### config.mk
export PLATFORM = sky130hd
export DESIGN_NAME = cnu_iter_ctrl
export DESIGN_NICKNAME = d
export VERILOG_FILES = /design/src/rtl/cnu_iter_ctrl.sv
export SDC_FILE = /design/constraint.sdc
export NUM_CORES = 1
export LEC_CHECK = 0
export BUFFER_PORTS_ARGS = -buffer_cell sky130_fd_sc_hd__buf_2
export CAP_MARGIN = 20
export CORE_MARGIN = 3
export CORE_UTILIZATION = 50
export CTS_BUF_LIST = sky130_fd_sc_hd__clkbuf_16
export DETAILED_ROUTE_END_ITERATION = 16
export GPL_TIMING_DRIVEN = 0
export PLACE_DENSITY = 0.78
export SYNTH_ARGS = -nofsm -noshare
export SYNTH_HDL_FRONTEND = slang
export SYNTH_SLANG_ARGS = --single-unit
### constraint.sdc
create_clock -name clk -period 1.96 [get_ports clk]
set_input_delay 0.294 -clock clk [delete_from_list [all_inputs] [get_ports clk]]
set_output_delay 0.294 -clock clk [all_outputs]
set_load 0.1 [all_outputs]
### src/rtl/cnu_iter_ctrl.sv
// Iteration scheduler for the layered LDPC decoder: LLR load, check phase, variable phase,
// with syndrome accumulation and early termination on an all-zero syndrome.
module cnu_iter_ctrl #(
    parameter int unsigned NUM_ROWS    = 8,
    parameter int unsigned NUM_COLS    = 12,
    parameter int unsigned LOAD_CYCLES = 12,
    parameter int unsigned MAX_ITER    = 10,
    parameter int unsigned ROW_W       = 3,
    parameter int unsigned COL_W       = 4,
    parameter int unsigned ITER_W      = 4
) (
    input  logic              clk,
    input  logic              rst,
    input  logic              start,
    input  logic              abort,
    input  logic              p_bit,
    output logic              busy,
    output logic              ld_en,
    output logic [COL_W-1:0]  ld_addr,
    output logic              cnu_en,
    output logic [ROW_W-1:0]  row_addr,
    output logic              wb_valid,
    output logic [ROW_W-1:0]  wb_row,
    output logic              vnu_en,
    output logic [COL_W-1:0]  col_addr,
    output logic [ITER_W-1:0] iter_count,
    output logic              done,
    output logic              converged
);

    localparam int unsigned CntW = (COL_W > ROW_W) ? COL_W : ROW_W;

    typedef enum logic [2:0] {
        StIdle, StLoad, StCheck, StDrain, StEval, StVar, StDone
    } state_e;

    state_e state_q, state_d;

    logic [CntW-1:0]   cnt_q, cnt_d;
    logic [ITER_W-1:0] iter_q, iter_d;
    logic              conv_q, conv_d;
    logic              synd_q, synd_d;
    logic              wb_valid_q, wb_valid_d;
    logic [ROW_W-1:0]  wb_row_q, wb_row_d;

    logic last_ld, last_row, last_col, max_iter, accept;

    assign last_ld  = (cnt_q == CntW'(LOAD_CYCLES - 1));
    assign last_row = (cnt_q == CntW'(NUM_ROWS - 1));
    assign last_col = (cnt_q == CntW'(NUM_COLS - 1));
    assign max_iter = (iter_q == ITER_W'(MAX_ITER));
    assign accept   = (state_q == StIdle) && (state_d == StLoad);

    always_ff @(posedge clk or posedge rst) begin
        if (rst) begin
            state_q <= StIdle;
        end else begin
            state_q <= state_d;
        end
    end

    always_ff @(posedge clk or posedge rst) begin
        if (rst) begin
            cnt_q      <= '0;
            iter_q     <= '0;
            conv_q     <= 1'b0;
            synd_q     <= 1'b0;
            wb_valid_q <= 1'b0;
            wb_row_q   <= '0;
        end else begin
            cnt_q      <= cnt_d;
            iter_q     <= iter_d;
            conv_q     <= conv_d;
            synd_q     <= synd_d;
            wb_valid_q <= wb_valid_d;
            wb_row_q   <= wb_row_d;
        end
    end

    // abort outranks every transition, including start in IDLE
    always_comb begin
        state_d = state_q;
        if (abort) begin
            state_d = StIdle;
        end else begin
            case (state_q)
                StIdle:  if (start) state_d = StLoad;
                StLoad:  if (last_ld) state_d = StCheck;
                StCheck: if (last_row) state_d = StDrain;
                StDrain: state_d = StEval;
                StEval:  state_d = (synd_q && !max_iter) ? StVar : StDone;
                StVar:   if (last_col) state_d = StCheck;
                StDone:  state_d = StIdle;
                default: state_d = StIdle;
            endcase
        end
    end

    always_comb begin
        cnt_d = '0;
        if ((state_d == state_q) &&
            ((state_q == StLoad) || (state_q == StCheck) || (state_q == StVar))) begin
            cnt_d = cnt_q + 1'b1;
        end

        iter_d = iter_q;
        if (accept) begin
            iter_d = '0;
        end else if ((state_q == StVar) && (state_d == StCheck)) begin
            iter_d = iter_q + 1'b1;
        end

        conv_d = conv_q;
        if (accept) begin
            conv_d = 1'b0;
        end else if (abort && (state_q != StIdle)) begin
            conv_d = 1'b0;
        end else if ((state_q == StEval) && (state_d == StDone)) begin
            conv_d = ~synd_q;
        end

        synd_d = synd_q;
        if ((state_d == StCheck) && (state_q != StCheck)) begin
            synd_d = 1'b0;
        end else if (wb_valid_q && p_bit) begin
            synd_d = 1'b1;
        end

        wb_valid_d = cnu_en & ~abort;
        wb_row_d   = abort ? '0 : row_addr;
    end

    always_comb begin
        busy       = (state_q != StIdle);
        ld_en      = (state_q == StLoad);
        cnu_en     = (state_q == StCheck);
        vnu_en     = (state_q == StVar);
        done       = (state_q == StDone);
        ld_addr    = ld_en ? cnt_q[COL_W-1:0] : '0;
        row_addr   = cnu_en ? cnt_q[ROW_W-1:0] : '0;
        col_addr   = vnu_en ? cnt_q[COL_W-1:0] : '0;
        wb_valid   = wb_valid_q;
        wb_row     = wb_row_q;
        iter_count = iter_q;
        converged  = conv_q;
    end

endmodule
==> results of run 1 <==
[flip-flops by register name, indices dropped and copies added, names as in the netlist]
signal,count
cnt_q,4
converged,1
iter_count,4
state_q,3
synd_q,1
wb_row,3
wb_valid,1
[power by group]
part,internal (mW),switching [mW],leakage [nW]
logic,0.0262,0.0709,0.443
clock network,0.271,0.132,0.0423
registers,0.357,0.0108,0.233
total,0.654,0.213,0.718
[worst paths after layout]
check                           startpoint             to  slack, ns  depth (start not counted)
worst min register to register    wb_valid         synd_q       0.56                          2
min in group clk                     abort     state_q[1]       0.30                          2
max in group asynchronous              rst  iter_count[1]       1.40                          2
worst min-delay path                   rst  iter_count[3]       0.12                          2
worst max-delay path            state_q[0]    row_addr[1]       0.06                          4
worst max register to register    cnt_q[0]  iter_count[0]       0.33                          5
[routing by layer]
layer / share of wire (%) / vias to the layer above / wire length [um] / GRT usage, %
met1: 38 / 426 / 934 / 27.1
met3: 7.0 / 9 / 169 / 2.62
li1: - / 432 / - / -
met4: 2.8 / 0 / 69 / 10.8
met2: 52 / 39 / 1260 / 34.3
met5: 0 / - / 0 / 0
[what timing repair did]
action | CTS | global route
setup endpoints to repair | 8 | 6
buffers inserted | 0 | 0
gates resized for setup | 9 | 6
[final cells by class]
| class | count | area [um2] |
|---|---|---|
| clock inverter | 1 | 3.75 |
| sequential | 17 | 427 |
| timing repair buffer | 28 | 178 |
| fill | 140 | 500 |
| clock buffer | 3 | 75.1 |
| tap | 25 | 31.3 |
| multi-input combinational | 75 | 542 |
| buffer | 5 | 32.5 |
| inverter | 7 | 31.3 |
[worst reg2reg max path, stage by stage (launching register included)]
cell	delay, ns
dfrtp_1	0.45
ha_1	0.32
and4bb_2	0.29
and3_2	0.25
xnor2_1	0.15
nor2_1	0.06
[placed cells by master (no fill, tap or decap), drive strengths merged, types with 4 or more instances in the layout]
master	n
dfrtp	17
a21oi	6
clkbuf	6
nand3	4
nor2	14
inv	7
nand2b	4
and3	14
buf	30
[per-stage QoR]
step | hold WS (ns) | area, um2 | total power, mW | TNS [ns] | setup WS [ns]
finish | 0.118 | 1320 | 0.868 | 0 | 0.0629
global route | 0.170 | 1320 | 0.895 | 0 | 0.00217
CTS | 0.146 | 1300 | 0.864 | 0 | 0.0653
detailed placement | 0.406 | 1200 | 0.468 | -0.256 | -0.0356
global placement | 0.396 | 1200 | 0.466 | -0.0625 | -0.00871
floorplan | 0.220 | 1030 | 0.448 | -0.681 | -0.240
[cells by family (layout without fill, tap and decap cells)]
group,Yosys count,count (layout),synth area share (%)
simple gates,51,51,30.4
flops,17,17,41.8
buf+inv,13,44,6.52
xor+xnor,5,5,4.31
fa+ha+maj,3,3,3.69
compound gates,16,16,13.3
==> metrics.cfg, run 1 <==
[run_status]
status=finished, final reports clean

[sta]
max_freq_ghz=0.527
period_share_pct=96.8
period_needed_ns=1.90
finClkSkew_ns=0.00268
finalMaxSlewViolations=0
hold_viol=0
slew_headroom_pct=58.1
rsz0062_at_grt=false
setup_viol=0
worstMarginPinSlew_ns=0.628

[synthesis]
syn_inst=105
avgSynthCellArea_um2=9.69
synth.yosys.seq_area_share_pct=41.8
synth_edf_count=0
ys_warn_count=0
netlist.area_leader.share_pct=41.8
synthesis.area_um2=1020
postSynth.asyncResetShare_pct=100
synth_cell_types=35
synthFlopType=dfrtp_1
synth.net_count=113
netlist_top_cells_area=dfrtp_1 42%, and3_1 8.0%, nor2_1 5.2%, ha_1 3.7%, a21oi_1 3.0%
synth_common_cells=17 x dfrtp_1, 14 x nor2_1, 13 x and3_1, 6 x a21oi_1, 6 x inv_1
synth_seq_cells=17
synth_top_cell_by_area=dfrtp_1
yosysMostFrequentCell=dfrtp_1

[die]
die-area_um2=2610
fp.dieW_um=51.1
io_pins=30
core_area_um2=1820
die_y_um=51.1
initial_utilization_pct=55.9
core.rowCount=15

[power]
vdd_ir_drop_max_v=0.000509
power_leakage_nw=0.718
p_per_area_nw_per_um2=657

[grt]
grt_pass1_wl_um=4070
track_usage_pct=21.0
grt_max_degree=18
grt_pass1_vias=852
antenna_found_initial=0
overflow=0

[final_layout]
num_antenna_cells=0
layout.nets=145
drive_gt1_share_pct=40.4
final_cells=161
syn2layout_area_growth_pct=29.8
final_core_util_pct=72.5

[clock_tree]
clkTransAtPathRegs_ns=0.05
root_buffer=clkbuf_16
cts_inserted_buffers=3
h-tree-depth=1
holdBufCountCts=0
cts_tree=yes
cts.sinks=17
worst_skew_pair.late_latency_ns=0.25
clockBufferDepth=2

[setup_path]
worst_ep_required_time_ns=1.67
crit_buf_inv=2
cp_cell_sequence=nand3b_4 > clkinv_4 > and2_1 > buf_2
worst_path_max_delay_cell=dfrtp_1
crit_arrival_ns=1.60
cpPeakStageDelay_ns=0.48
crit_family=buffers and inverters
path_max_fanout=10
cp-end-kind=output port
critical_path.startpoint_type=register
critPathKind=register to output port

[drt]
vias=906
drcViolationCount=0
vias_per_cell=5.63
drt_iter0_markers=35
wl_um=2430
ant_nets=0
wl_per_cell_um=15.1
drt_first_pass_iters=4

[run]
cap_violations=0

[placement]
dp_cells=158
dp_hpwl_um=1650
place.gp.congestion=0.818
port_buffers=28

[hold_path]
min_path_type=input pin to asynchronous set/reset pin

Power figures use the tool's default switching activity.
==> run 2, diff against run 1 <==
- CTS_BUF_LIST: sky130_fd_sc_hd__clkbuf_16 -> sky130_fd_sc_hd__clkbuf_8
- clock period: 1.96 -> 1.85 ns (I/O delays scaled with it)
==> run 2 against run 1 <==
  * Clock-buffer cell count did not move
  * Global-route usage fell by 0.53 points
  * Register-to-register slack got worse by 0.11 ns
  * Total power fell by 12%
  * Sequential power rose by 5.7%
  * Largest cell class unchanged
==> metrics.cfg, run 2 (synthesis gave the netlist of run 1 again) <==
[setup_path]
critical_path.startpoint_type=register  ; unchanged
path_common_cell=buf_6
rr_startpoint=cnt_q[0]  ; unchanged
worst_ep_required_time_ns=1.57  ; was 1.67 ns
r2r-end=iter_count[0]  ; unchanged
path_max_fanout=12  ; was 10
crit_buf_inv=2  ; unchanged
cpPeakStageDelay_ns=0.37  ; was 0.48 ns
crit_family=simple AND/OR/NAND/NOR gates  ; was buffers and inverters
cp-end-kind=output port  ; unchanged
reg2reg_depth=5  ; unchanged
regToRegSetupSlack_ns=0.22  ; was 0.33 ns
worst_path_max_delay_cell=dfrtp_1  ; unchanged
cp_cell_sequence=buf_6 > and2b_4 > and3_2 > buf_6  ; was nand3b_4 > clkinv_4 > and2_1 > buf_2
critPathKind=register to output port  ; unchanged
crit_arrival_ns=1.52  ; was 1.60 ns

[grt]
grt_max_degree=18  ; unchanged
overflow=0  ; unchanged
grt_pass1_vias=883  ; was 852
antenna_found_initial=0  ; unchanged
track_usage_pct=20.5  ; was 21.0%
grt_pass1_wl_um=4060  ; was 4070 um

[placement]
dp_slack_ns=-0.134  ; was -0.0356 ns
port_buffers=28  ; unchanged
dp_hpwl_um=1730  ; was 1650 um
placedInstanceArea_um2=1210  ; was 1200 um2
place.gp.congestion=0.818  ; about the same

[final_layout]
syn2layout_area_growth_pct=30.8  ; was 29.8%
drive_gt1_share_pct=44.5  ; was 40.4%
most-common-layout-cells=17 x buf_2, 15 x dfrtp_1, 13 x nor2_1, 9 x and3_2, 8 x buf_6  ; was 20 x buf_2, 16 x dfrtp_1, 14 x nor2_1, 9 x and3_2, 7 x inv_1
num_antenna_cells=0  ; unchanged
layout_commonest_cell=buf_2  ; unchanged
design_area_um2=1330  ; was 1320 um2
layout.nets=146  ; was 145

[drt]
drcViolationCount=0  ; unchanged
drt_first_pass_iters=5  ; was 4
vias_per_cell=5.54  ; was 5.63
vias=897  ; was 906
wl_um=2370  ; was 2430 um
drt_iter0_markers=25  ; was 35
wl_per_cell_um=14.6  ; was 15.1 um
ant_nets=0  ; unchanged

[die]
io_pins=30  ; unchanged
fp.dieW_um=51.1  ; unchanged
core_area_um2=1820  ; unchanged
die_y_um=51.1  ; unchanged
die-area_um2=2610  ; unchanged
core.rowCount=15  ; unchanged
initial_utilization_pct=55.9  ; unchanged

[power]
combPwrFrac_pct=13.9  ; was 11.2%
power_frac_seq_pct=51.1  ; was 42.4%
intPower_mw=0.555  ; was 0.654 mW
p_per_area_nw_per_um2=573  ; was 657 nW/um2
vdd_ir_drop_max_v=0.000520  ; was 0.000509 V
netSwitchingPower_mw=0.207  ; was 0.213 mW
p_sw_share_pct=27.1  ; was 24.6%
pwr-share-clk_pct=35.0  ; was 46.4%
power_leakage_nw=0.711  ; was 0.718 nW

[clock_tree]
holdBufCountCts=0  ; unchanged
clockBufferDepth=2  ; unchanged
cts.sinks=17  ; unchanged
cts_inserted_buffers=3  ; unchanged
h-tree-depth=1  ; unchanged
clkTransAtPathRegs_ns=0.07  ; was 0.05 ns
cts_tree=yes  ; unchanged
root_buffer=clkbuf_8  ; was clkbuf_16
worst_skew_pair.late_latency_ns=0.25  ; about the same

[sta]
period_share_pct=96.9
timing.hold.ws_ns=0.0922  ; was 0.118 ns
hold_viol=0  ; unchanged
period_needed_ns=1.79
rsz0062_at_grt=false  ; unchanged
setup_viol=0  ; unchanged
postLayoutSetupSlackWorst_ns=0.0565  ; was 0.0629 ns
finClkSkew_ns=0.00442  ; was 0.00268 ns
max_freq_ghz=0.558
slew_headroom_pct=59.0  ; was 58.1%
worstMarginPinSlew_ns=0.615  ; was 0.628 ns
finalMaxSlewViolations=0  ; unchanged

[run]
cap_violations=0  ; unchanged

[hold_path]
min_path_type=input pin to asynchronous set/reset pin  ; unchanged

[run_status]
status=finished, final reports clean  ; unchanged

run 2: timing repair:
action	CTS	global route
setup buffers	0	1
gates resized for setup	21	6
endpoints found under the setup margin	12	11
run 2: area by class of cell:
cell class / count / area (um2)
tap: 25 / 31.3
sequential: 17 / 428
fill: 138 / 490
inverter: 7 / 31.3
clock inverter: 1 / 3.75
multi-input combinational: 75 / 548
timing repair buffer: 29 / 214
buffer: 5 / 32.5
clock buffer: 3 / 41.3
run 2: routing by layer:
layer / up-vias / global-route usage, % / wire length, um / part of all wire, %
met4: 0 / 7.62 / 2 / 0.084
met3: 2 / 3.21 / 73 / 3.1
met1: 436 / 25.5 / 1010 / 43
li1: 432 / - / - / -
met5: - / 0 / 0 / 0
met2: 27 / 35.4 / 1280 / 54
run 2: metrics by stage:
step | utilization, % | TNS (ns) | total power [mW] | instances
floorplan | - | -0.961 | 0.475 | 105
global placement | 66.4 | -0.807 | 0.494 | 158
detailed placement | 66.4 | -1.00 | 0.496 | 158
CTS | 72.0 | 0 | 0.761 | 161
global route | 73.1 | 0 | 0.798 | 162
finish | 73.1 | 0 | 0.762 | 162
run 2: worst max-delay path by stage:
| stage | start | to | slack [ns] | cells past startpoint |
|---|---|---|---|---|
| floorplan | state_q[1] | ld_en | -0.33 | 3 |
| global placement | state_q[1] | ld_addr[3] | -0.10 | 5 |
| detailed placement | state_q[1] | ld_addr[1] | -0.13 | 5 |
| CTS | state_q[1] | ld_addr[1] | 0.02 | 4 |
| global route | state_q[1] | ld_addr[2] | 0.002 | 4 |
| finish | state_q[1] | ld_addr[1] | 0.06 | 4 |
run 2: power by group through the flow:
stage | clock network [mW] | logic [mW] | registers (mW)
after floorplan | 0 | 0.0830 | 0.392
after global placement | 0 | 0.0997 | 0.394
after detailed placement | 0 | 0.102 | 0.395
after CTS | 0.271 | 0.102 | 0.388
after global routing | 0.294 | 0.114 | 0.390
final | 0.267 | 0.106 | 0.389
